--- src/rtl/secuenciador_melodia_pkg.sv ---
// musica_pkg: shared definitions for the melody sequencer.
//   - note code constants (REST, END, C4..B5)
//   - note code -> tone frequency (Hz) lookup
//   - FSM state encoding
//   - bit offsets of the 16-bit ROM entry fields
package musica_pkg;

    // Note codes. Codes 1..24 cover C4..B5 chromatically.
    localparam logic [7:0] NOTE_REST = 8'h00;
    localparam logic [7:0] NOTE_END  = 8'hFF;
    localparam logic [7:0] NOTE_C4 = 8'd1,  NOTE_CS4 = 8'd2,  NOTE_D4 = 8'd3,  NOTE_DS4 = 8'd4;
    localparam logic [7:0] NOTE_E4 = 8'd5,  NOTE_F4  = 8'd6,  NOTE_FS4 = 8'd7, NOTE_G4  = 8'd8;
    localparam logic [7:0] NOTE_GS4 = 8'd9, NOTE_A4  = 8'd10, NOTE_AS4 = 8'd11, NOTE_B4 = 8'd12;
    localparam logic [7:0] NOTE_C5 = 8'd13, NOTE_CS5 = 8'd14, NOTE_D5 = 8'd15, NOTE_DS5 = 8'd16;
    localparam logic [7:0] NOTE_E5 = 8'd17, NOTE_F5  = 8'd18, NOTE_FS5 = 8'd19, NOTE_G5 = 8'd20;
    localparam logic [7:0] NOTE_GS5 = 8'd21, NOTE_A5 = 8'd22, NOTE_AS5 = 8'd23, NOTE_B5 = 8'd24;

    // ROM entry layout: [15:8] note code, [7:0] duration in ticks.
    localparam int NOTE_MSB = 15;
    localparam int NOTE_LSB = 8;
    localparam int DUR_MSB  = 7;
    localparam int DUR_LSB  = 0;

    typedef enum logic [2:0] {
        ST_IDLE = 3'd0,
        ST_LOAD = 3'd1,
        ST_PLAY = 3'd2,
        ST_GAP  = 3'd3,
        ST_DONE = 3'd4
    } state_t;

    // Equal-tempered frequencies rounded to the nearest Hz.
    // Rest, end marker and any unmapped code return 0, which the
    // sequencer treats as silence.
    function automatic logic [15:0] note_hz(input logic [7:0] code);
        case (code)
            8'd1:    note_hz = 16'd262;
            8'd2:    note_hz = 16'd277;
            8'd3:    note_hz = 16'd294;
            8'd4:    note_hz = 16'd311;
            8'd5:    note_hz = 16'd330;
            8'd6:    note_hz = 16'd349;
            8'd7:    note_hz = 16'd370;
            8'd8:    note_hz = 16'd392;
            8'd9:    note_hz = 16'd415;
            8'd10:   note_hz = 16'd440;
            8'd11:   note_hz = 16'd466;
            8'd12:   note_hz = 16'd494;
            8'd13:   note_hz = 16'd523;
            8'd14:   note_hz = 16'd554;
            8'd15:   note_hz = 16'd587;
            8'd16:   note_hz = 16'd622;
            8'd17:   note_hz = 16'd659;
            8'd18:   note_hz = 16'd698;
            8'd19:   note_hz = 16'd740;
            8'd20:   note_hz = 16'd784;
            8'd21:   note_hz = 16'd831;
            8'd22:   note_hz = 16'd880;
            8'd23:   note_hz = 16'd932;
            8'd24:   note_hz = 16'd988;
            default: note_hz = 16'd0;
        endcase
    endfunction

endpackage

--- src/rtl/secuenciador_melodia_if.sv ---
// secuenciador_melodia_if: control and tone bus of the melody sequencer.
//   play, stop, loop : user controls (master -> slave)
//   freq, sound_en   : tone request to the frequency divider
//   note_idx, busy, done : playback status
//   dbg_state        : current FSM state, for observation only
//
// Contract: play/stop/loop are levels, sampled on every rising clk edge
// (no valid/ready handshake). Whenever sound_en is 0, freq is 0, so the
// divider never evaluates a live division by zero. done is a single-cycle
// pulse; all other outputs are levels.
interface secuenciador_melodia_if #(
    parameter int ADDR_W = 5
);
    import musica_pkg::*;

    logic               play;
    logic               stop;
    logic               loop;
    logic signed [31:0] freq;
    logic               sound_en;
    logic [ADDR_W-1:0]  note_idx;
    logic               busy;
    logic               done;
    state_t             dbg_state;

    modport master (
        output play, stop, loop,
        input  freq, sound_en, note_idx, busy, done, dbg_state
    );

    modport slave (
        input  play, stop, loop,
        output freq, sound_en, note_idx, busy, done, dbg_state
    );

endinterface

--- src/rtl/secuenciador_melodia_rom.sv ---
// rom_melodia: synchronous MEL_LEN x 16 melody ROM.
// The melody hex image is supplied as the flat ROM_INIT vector (entry i in
// bits [16*i +: 16]), so the contents are fixed at elaboration time.
// Ports:
//   clk  in  1       clock
//   addr in  ADDR_W  read address, presented in cycle N
//   data out 16      entry at addr, valid in cycle N+1 (0 beyond MEL_LEN)
module rom_melodia #(
    parameter int                    MEL_LEN  = 32,
    parameter int                    ADDR_W   = 5,
    parameter logic [16*MEL_LEN-1:0] ROM_INIT = '0
) (
    input  logic              clk,
    input  logic [ADDR_W-1:0] addr,
    output logic [15:0]       data
);

    always_ff @(posedge clk) begin
        if (32'(addr) < 32'(MEL_LEN)) begin
            data <= ROM_INIT[{addr, 4'b0000} +: 16];
        end else begin
            data <= 16'd0;
        end
    end

endmodule

--- src/rtl/secuenciador_melodia.sv ---
// secuenciador_melodia: plays a ROM melody one note at a time and drives the
// tone frequency and sound enable of the downstream frequency divider.
// Ports:
//   clk  in  1   system clock
//   rst  in  1   synchronous, active-high reset
//   bus  slave modport of secuenciador_melodia_if (play/stop/loop in;
//        freq/sound_en/note_idx/busy/done/dbg_state out)
// Optional feature: define SECUENCIADOR_GAP_EN to silence the last GAP_TICKS
// ticks of every note slot longer than GAP_TICKS (slot length unchanged).
// Without it notes are legato and the GAP state is never entered.
module secuenciador_melodia
    import musica_pkg::*;
#(
    parameter int                    CLK_HZ    = 50_000_000,
    parameter int                    TICK_CYC  = CLK_HZ / 8,
    parameter int                    MEL_LEN   = 32,
    parameter int                    ADDR_W    = 5,
    parameter int                    GAP_TICKS = 1,
    parameter logic [16*MEL_LEN-1:0] ROM_INIT  = '0
) (
    input  logic                  clk,
    input  logic                  rst,
    secuenciador_melodia_if.slave bus
);

`ifdef SECUENCIADOR_GAP_EN
    localparam bit GAP_EN = 1'b1;
`else
    localparam bit GAP_EN = 1'b0;
`endif

    localparam int         TICK_W = (TICK_CYC > 1) ? $clog2(TICK_CYC) : 1;
    localparam logic [8:0] GAP9   = 9'(GAP_TICKS);

    state_t            state, state_d;
    logic [ADDR_W-1:0] note_idx, idx_d;
    logic              wrap_q, wrap_d;
    logic              load_note;
    logic              done_q;
    logic [15:0]       rom_q;
    logic [7:0]        rom_code, rom_dur;
    logic [15:0]       cur_hz;
    logic [7:0]        cur_dur;
    logic [TICK_W-1:0] tick_cnt;
    logic [7:0]        dur_cnt;
    logic              tick, slot_end, gap_start, last_addr, counting;

    // The ROM is addressed with the next index so that the entry is already
    // on rom_q during the LOAD cycle, where the end marker is decided.
    rom_melodia #(
        .MEL_LEN  (MEL_LEN),
        .ADDR_W   (ADDR_W),
        .ROM_INIT (ROM_INIT)
    ) u_rom (
        .clk  (clk),
        .addr (idx_d),
        .data (rom_q)
    );

    assign rom_code  = rom_q[NOTE_MSB:NOTE_LSB];
    assign rom_dur   = rom_q[DUR_MSB:DUR_LSB];
    assign tick      = (tick_cnt == TICK_W'(TICK_CYC - 1));
    assign slot_end  = tick && (dur_cnt == cur_dur - 8'd1);
    assign last_addr = (note_idx == ADDR_W'(MEL_LEN - 1));
    // Enter the gap once dur-GAP_TICKS ticks of the slot have elapsed.
    assign gap_start = GAP_EN && tick && ({1'b0, cur_dur} > GAP9) &&
                       ({1'b0, dur_cnt} == {1'b0, cur_dur} - GAP9 - 9'd1);
    // Counters run across PLAY and GAP of one slot and are zero otherwise,
    // so they always start from 0 on PLAY entry.
    assign counting  = ((state == ST_PLAY) || (state == ST_GAP)) &&
                       ((state_d == ST_PLAY) || (state_d == ST_GAP));

    always_ff @(posedge clk) begin
        if (rst) begin
            state    <= ST_IDLE;
            note_idx <= '0;
            wrap_q   <= 1'b0;
            done_q   <= 1'b0;
            cur_hz   <= 16'd0;
            cur_dur  <= 8'd0;
            tick_cnt <= '0;
            dur_cnt  <= 8'd0;
        end else begin
            state    <= state_d;
            note_idx <= idx_d;
            wrap_q   <= wrap_d;
            done_q   <= (state_d == ST_DONE) && (state != ST_DONE);
            if (load_note) begin
                cur_hz  <= note_hz(rom_code);
                cur_dur <= (rom_dur == 8'd0) ? 8'd1 : rom_dur;
            end
            if (counting) begin
                if (tick) begin
                    tick_cnt <= '0;
                    dur_cnt  <= dur_cnt + 8'd1;
                end else begin
                    tick_cnt <= tick_cnt + 1'b1;
                end
            end else begin
                tick_cnt <= '0;
                dur_cnt  <= 8'd0;
            end
        end
    end

    always_comb begin
        state_d      = state;
        idx_d        = note_idx;
        wrap_d       = wrap_q;
        load_note    = 1'b0;
        bus.freq     = 32'sd0;
        bus.sound_en = 1'b0;
        bus.busy     = 1'b0;
        bus.done     = done_q;
        bus.note_idx = note_idx;
        bus.dbg_state = state;

        if (bus.stop) begin
            state_d = ST_IDLE;
            wrap_d  = 1'b0;
        end else begin
            case (state)
                ST_IDLE: begin
                    if (bus.play) begin
                        state_d = ST_LOAD;
                        idx_d   = '0;
                        wrap_d  = 1'b0;
                    end
                end
                ST_LOAD: begin
                    // wrap_q marks that the previous slot was the last ROM entry.
                    if (wrap_q || (rom_code == NOTE_END)) begin
                        wrap_d = 1'b0;
                        if (bus.loop) begin
                            idx_d = '0;        // stay in LOAD while entry 0 is fetched
                        end else begin
                            state_d = ST_DONE;
                        end
                    end else begin
                        state_d   = ST_PLAY;
                        load_note = 1'b1;
                    end
                end
                ST_PLAY, ST_GAP: begin
                    if (slot_end) begin
                        state_d = ST_LOAD;
                        if (last_addr) begin
                            wrap_d = 1'b1;
                        end else begin
                            idx_d = note_idx + 1'b1;
                        end
                    end else if ((state == ST_PLAY) && gap_start) begin
                        state_d = ST_GAP;
                    end
                end
                ST_DONE: begin
                    if (!bus.play) state_d = ST_IDLE;
                end
                default: state_d = ST_IDLE;
            endcase
        end

        case (state)
            ST_PLAY: begin
                bus.freq     = signed'({16'd0, cur_hz});
                bus.sound_en = (cur_hz != 16'd0);
                bus.busy     = 1'b1;
            end
            ST_LOAD, ST_GAP: bus.busy = 1'b1;
            default: bus.busy = 1'b0;
        endcase
    end

endmodule

--- src/flat_wrapper.sv ---
// flat-port wrapper written by rule: the top's interface ports become plain ports
module secuenciador_melodia_flat import musica_pkg::*;
#(
    parameter int                    CLK_HZ    = 50_000_000,
    parameter int                    TICK_CYC  = CLK_HZ / 8,
    parameter int                    MEL_LEN   = 32,
    parameter int                    ADDR_W    = 5,
    parameter int                    GAP_TICKS = 1,
    parameter logic [16*MEL_LEN-1:0] ROM_INIT  = '0
)
  (clk, rst, bus_play, bus_stop, bus_loop, bus_freq, bus_sound_en, bus_note_idx, bus_busy, bus_done, bus_dbg_state);
  secuenciador_melodia_if #(.ADDR_W(ADDR_W)) bus_i ();
  input  logic clk;
  input  logic rst;
  input wire logic [$bits(bus_i.play)-1:0] bus_play;
  input wire logic [$bits(bus_i.stop)-1:0] bus_stop;
  input wire logic [$bits(bus_i.loop)-1:0] bus_loop;
  output wire logic [$bits(bus_i.freq)-1:0] bus_freq;
  output wire logic [$bits(bus_i.sound_en)-1:0] bus_sound_en;
  output wire logic [$bits(bus_i.note_idx)-1:0] bus_note_idx;
  output wire logic [$bits(bus_i.busy)-1:0] bus_busy;
  output wire logic [$bits(bus_i.done)-1:0] bus_done;
  output wire logic [$bits(bus_i.dbg_state)-1:0] bus_dbg_state;
  assign bus_i.play = bus_play;
  assign bus_i.stop = bus_stop;
  assign bus_i.loop = bus_loop;
  assign bus_freq = bus_i.freq;
  assign bus_sound_en = bus_i.sound_en;
  assign bus_note_idx = bus_i.note_idx;
  assign bus_busy = bus_i.busy;
  assign bus_done = bus_i.done;
  assign bus_dbg_state = bus_i.dbg_state;
  secuenciador_melodia #(.CLK_HZ(CLK_HZ), .TICK_CYC(TICK_CYC), .MEL_LEN(MEL_LEN), .ADDR_W(ADDR_W), .GAP_TICKS(GAP_TICKS), .ROM_INIT(ROM_INIT)) u_core (.clk(clk), .rst(rst), .bus(bus_i));
endmodule
--- config.mk ---
export PLATFORM = sky130hd
export DESIGN_NAME = secuenciador_melodia_flat
export DESIGN_NICKNAME = d
export VERILOG_FILES = /design/src/rtl/secuenciador_melodia_pkg.sv /design/src/rtl/secuenciador_melodia_if.sv /design/src/rtl/secuenciador_melodia_rom.sv /design/src/rtl/secuenciador_melodia.sv /design/src/flat_wrapper.sv
export SDC_FILE = /design/constraint.sdc
export NUM_CORES = 1
export LEC_CHECK = 0
export BUFFER_PORTS_ARGS = -buffer_cell sky130_fd_sc_hd__buf_2
export CAP_MARGIN = 20
export CORE_UTILIZATION = 45
export DETAILED_ROUTE_END_ITERATION = 8
export PLACE_DENSITY = 0.69
export RECOVER_POWER = 100
export SLEW_MARGIN = 10
export SYNTH_ARGS = -nofsm -noshare
export SYNTH_HDL_FRONTEND = slang
export SYNTH_SLANG_ARGS = --single-unit
--- constraint.sdc ---
create_clock -name clk -period 1.64 [get_ports clk]
set_input_delay 0 -clock clk [delete_from_list [all_inputs] [get_ports clk]]
set_output_delay 0 -clock clk [all_outputs]
set_load 0.1 [all_outputs]
==> impl_metrics.env <==
export IMPL_wl_per_cell_um=12.0
export IMPL_dieArea_um2=5580
export IMPL_area_growth_pct=25.6
export IMPL_clkTransAtPathRegs_ns=0.09
export IMPL_synth_ff_type="dfxtp_1"
export IMPL_drc_errors=0
export IMPL_worstMarginPinSlew_ns=0.554
export IMPL_power_density_cell_area_nw_per_um2=703
export IMPL_final_cell_mix="43 x nor2_1, 33 x conb_1, 33 x buf_4"
export IMPL_fmax_mhz=597
export IMPL_r2r_end="u_core.bus.note_idx[0]$_SDFFE_PP0P_"
export IMPL_combPwrFrac=0.186
export IMPL_p_clk_frac=0.330
export IMPL_nets=344
export IMPL_post_place_ws_ns=-0.0825
export IMPL_final_common_cell="nor2_1"
export IMPL_holdCritPathClass="in -> reg"
export IMPL_placed_cells=395
export IMPL_run_status="finished, violations left"
export IMPL_num_rows=26
export IMPL_relSlewSlack=0.630
export IMPL_power_leakage_uw=0.00108
export IMPL_vias=2054
export IMPL_drt_iter0_drc=108
export IMPL_layout_cells_non_filler=407
export IMPL_seqCellArea_um2=875
export IMPL_ff2ff_path_depth=5
export IMPL_cellInternalPower_uw=1370
export IMPL_ant_nets=0
export IMPL_die_w_um=74.7
export IMPL_syn_instance_count=285
export IMPL_io_pins=48
export IMPL_hold_end="u_core.bus.dbg_state[1]$_SDFF_PP0_"
export IMPL_grt_util_all_layers=0.178
export IMPL_clockRootBuffer="clkbuf_8"
export IMPL_async_reset_ff_frac=0
export IMPL_n_antenna_cell=0
export IMPL_violations="negative setup slack"
export IMPL_min_from="bus_loop"
export IMPL_worst_clock_skew_ns=0.0113
export IMPL_min_period_ns=1.68
export IMPL_grt_setup_unrepaired="yes"
export IMPL_max_clock_path_buffers=2
export IMPL_critPathMaxFanout=5
export IMPL_h_tree_depth=2
export IMPL_cts_tree="yes"
export IMPL_clock_sinks=42
export IMPL_p_sw_frac=0.345
export IMPL_setup_slack_ns=-0.0354
export IMPL_wirelength_mm=4.88
export IMPL_syn_area_um2=2380
export IMPL_grt_pass1_vias=1783
export IMPL_cap_violations=0
export IMPL_path_class="reg -> reg"
export IMPL_grt_pass1_wl_mm=7.61
export IMPL_overflow=0
export IMPL_initial_core_util=0.465
export IMPL_ys_seq_area_frac=0.354
export IMPL_vdd_ir_drop_max_mv=0.433
export IMPL_grt_max_degree=24
export IMPL_dpl_hpwl_mm=3.36
export IMPL_insertion_delay_ns=0.30
export IMPL_cts_made_buffers=5
export IMPL_drive_gt1_frac=0.320
export IMPL_globalplace_congestion=0.814
export IMPL_synth_area_per_cell_um2=8.34
export IMPL_setup_violations=5
export IMPL_dr_pass1_iters=4
export IMPL_crit_start="u_core.dur_cnt[3]$_SDFFE_PP0N_"
export IMPL_fillers=482
export IMPL_end_kind="flip-flop"
export IMPL_fp_dieH_um=74.7
export IMPL_whs_path_depth=4
export IMPL_critPathLaunchType="flip-flop"
export IMPL_switchingPower_uw=725
export IMPL_multiInputGateArea_um2=1510
export IMPL_crit_arrival_ns=1.87
export IMPL_yosysWarnings=0
export IMPL_ys_types=46
export IMPL_rrSetupSlack_ns=-0.04
export IMPL_timing_rr_start="u_core.dur_cnt[3]$_SDFFE_PP0N_"
export IMPL_synth_edff_count=0
export IMPL_io_buffers=14
export IMPL_cp_required_ns=1.83
export IMPL_routed_via_density=5.05
export IMPL_core_area_um2=5110
export IMPL_ys_ff_latch=42
export IMPL_p_seq_frac=0.484
export IMPL_hold_violations=0
export IMPL_fin_crit_sh=1.02
export IMPL_slew_violations=0
export IMPL_antenna_found_initial=0
export IMPL_fin_hold_ws_ns=0.109
## synth_stat cells, drive strengths merged (8+ instances only)
master,count,share of area
a21oi,9,0.019
buf,38,0.12
dfxtp,42,0.35
inv,8,0.013
nand2,20,0.032
nand3,12,0.027
nand4,9,0.032
nor2,44,0.069
nor3,14,0.029
o21ai,9,0.019
xnor2,20,0.074
## power by group through the flow
stage | registers, uW | logic, uW | clock network [uW]
final | 1020 | 391 | 692
after floorplan | 1050 | 425 | 0
after CTS | 1020 | 388 | 705
after detailed placement | 1040 | 384 | 0
after global routing | 1020 | 403 | 746
after global placement | 1040 | 384 | 0
## timing repair
action	in CTS	in global routing
hold endpoints to repair	2	0
hold buffers	2	0
resized for setup	12	24
setup buffers	1	0
endpoints found under the setup margin	18	26
pin swaps	7	10
cloned	0	1
## final cells by class
class                   count  area share
inverters                   8      0.0101
clock buffers               7      0.0289
flip-flops and latches     42       0.293
well taps                  70      0.0293
repair buffers             54       0.132
clock inverters             1     0.00168
multi-input cells         225       0.505
## through the flow
stage          TNS [ns]  power (uW)  area, um^2   util
2_1_floorplan    -0.402        1470        2570      -
3_3_place_gp     -0.294        1430        2720  0.533
3_5_place_dp     -0.711        1430        2720  0.533
5_1_grt           -1.05        2170        2990  0.585
4_1_cts          -0.193        2110        2880  0.563
6_report        -0.0596        2100        2990  0.585
## layer usage
layer,share of wire,track usage
met5,0,0
met4,0.0096,0.0608
met3,0.036,0.0402
met2,0.52,0.304
met1,0.44,0.220
## registers in the layout, summed over array words and instances (netlist names)
signal                cells
u_core.wrap_q             1
u_core.bus.done           1
u_core.cur_dur            1
u_core.dur_cnt            8
u_core.tick_cnt          23
u_core.bus.dbg_state      3
u_core.bus.note_idx       5
## how the worst max path moves through the flow
stage	cells past startpoint	endpoint	slack, ns
detailed placement	6	u_core.tick_cnt[20]$_SDFF_PP0_	-0.08
global placement	6	u_core.bus.note_idx[4]$_SDFFE_PP0P_	-0.05
global route	6	u_core.wrap_q$_SDFFE_PP0P_	-0.13
finish	5	u_core.bus.note_idx[0]$_SDFFE_PP0P_	-0.04
floorplan	7	u_core.tick_cnt[22]$_SDFF_PP0_	-0.02
CTS	5	u_core.bus.note_idx[0]$_SDFFE_PP0P_	-0.09
## cell families (layout without fill, tap and decap cells)
logic type | Yosys count | in the layout | share of synthesized area
simple gates | 129 | 130 | 0.287
buf+inv | 51 | 70 | 0.136
flops | 42 | 42 | 0.354
compound gates | 34 | 34 | 0.113
xor+xnor | 24 | 24 | 0.0884
fa+ha+maj | 3 | 3 | 0.0158
other cells | 1 | 33 | 0.00158
mux | 1 | 1 | 0.00421
## worst max-delay path, stage by stage (launching register included)
cell       delay (ns)
dfxtp_2          0.40
and4_2           0.29
nand4_4          0.15
a2111oi_4        0.44
mux2i_1          0.12
a31o_1           0.18
Note: power is estimated with default switching activity, not from simulation.
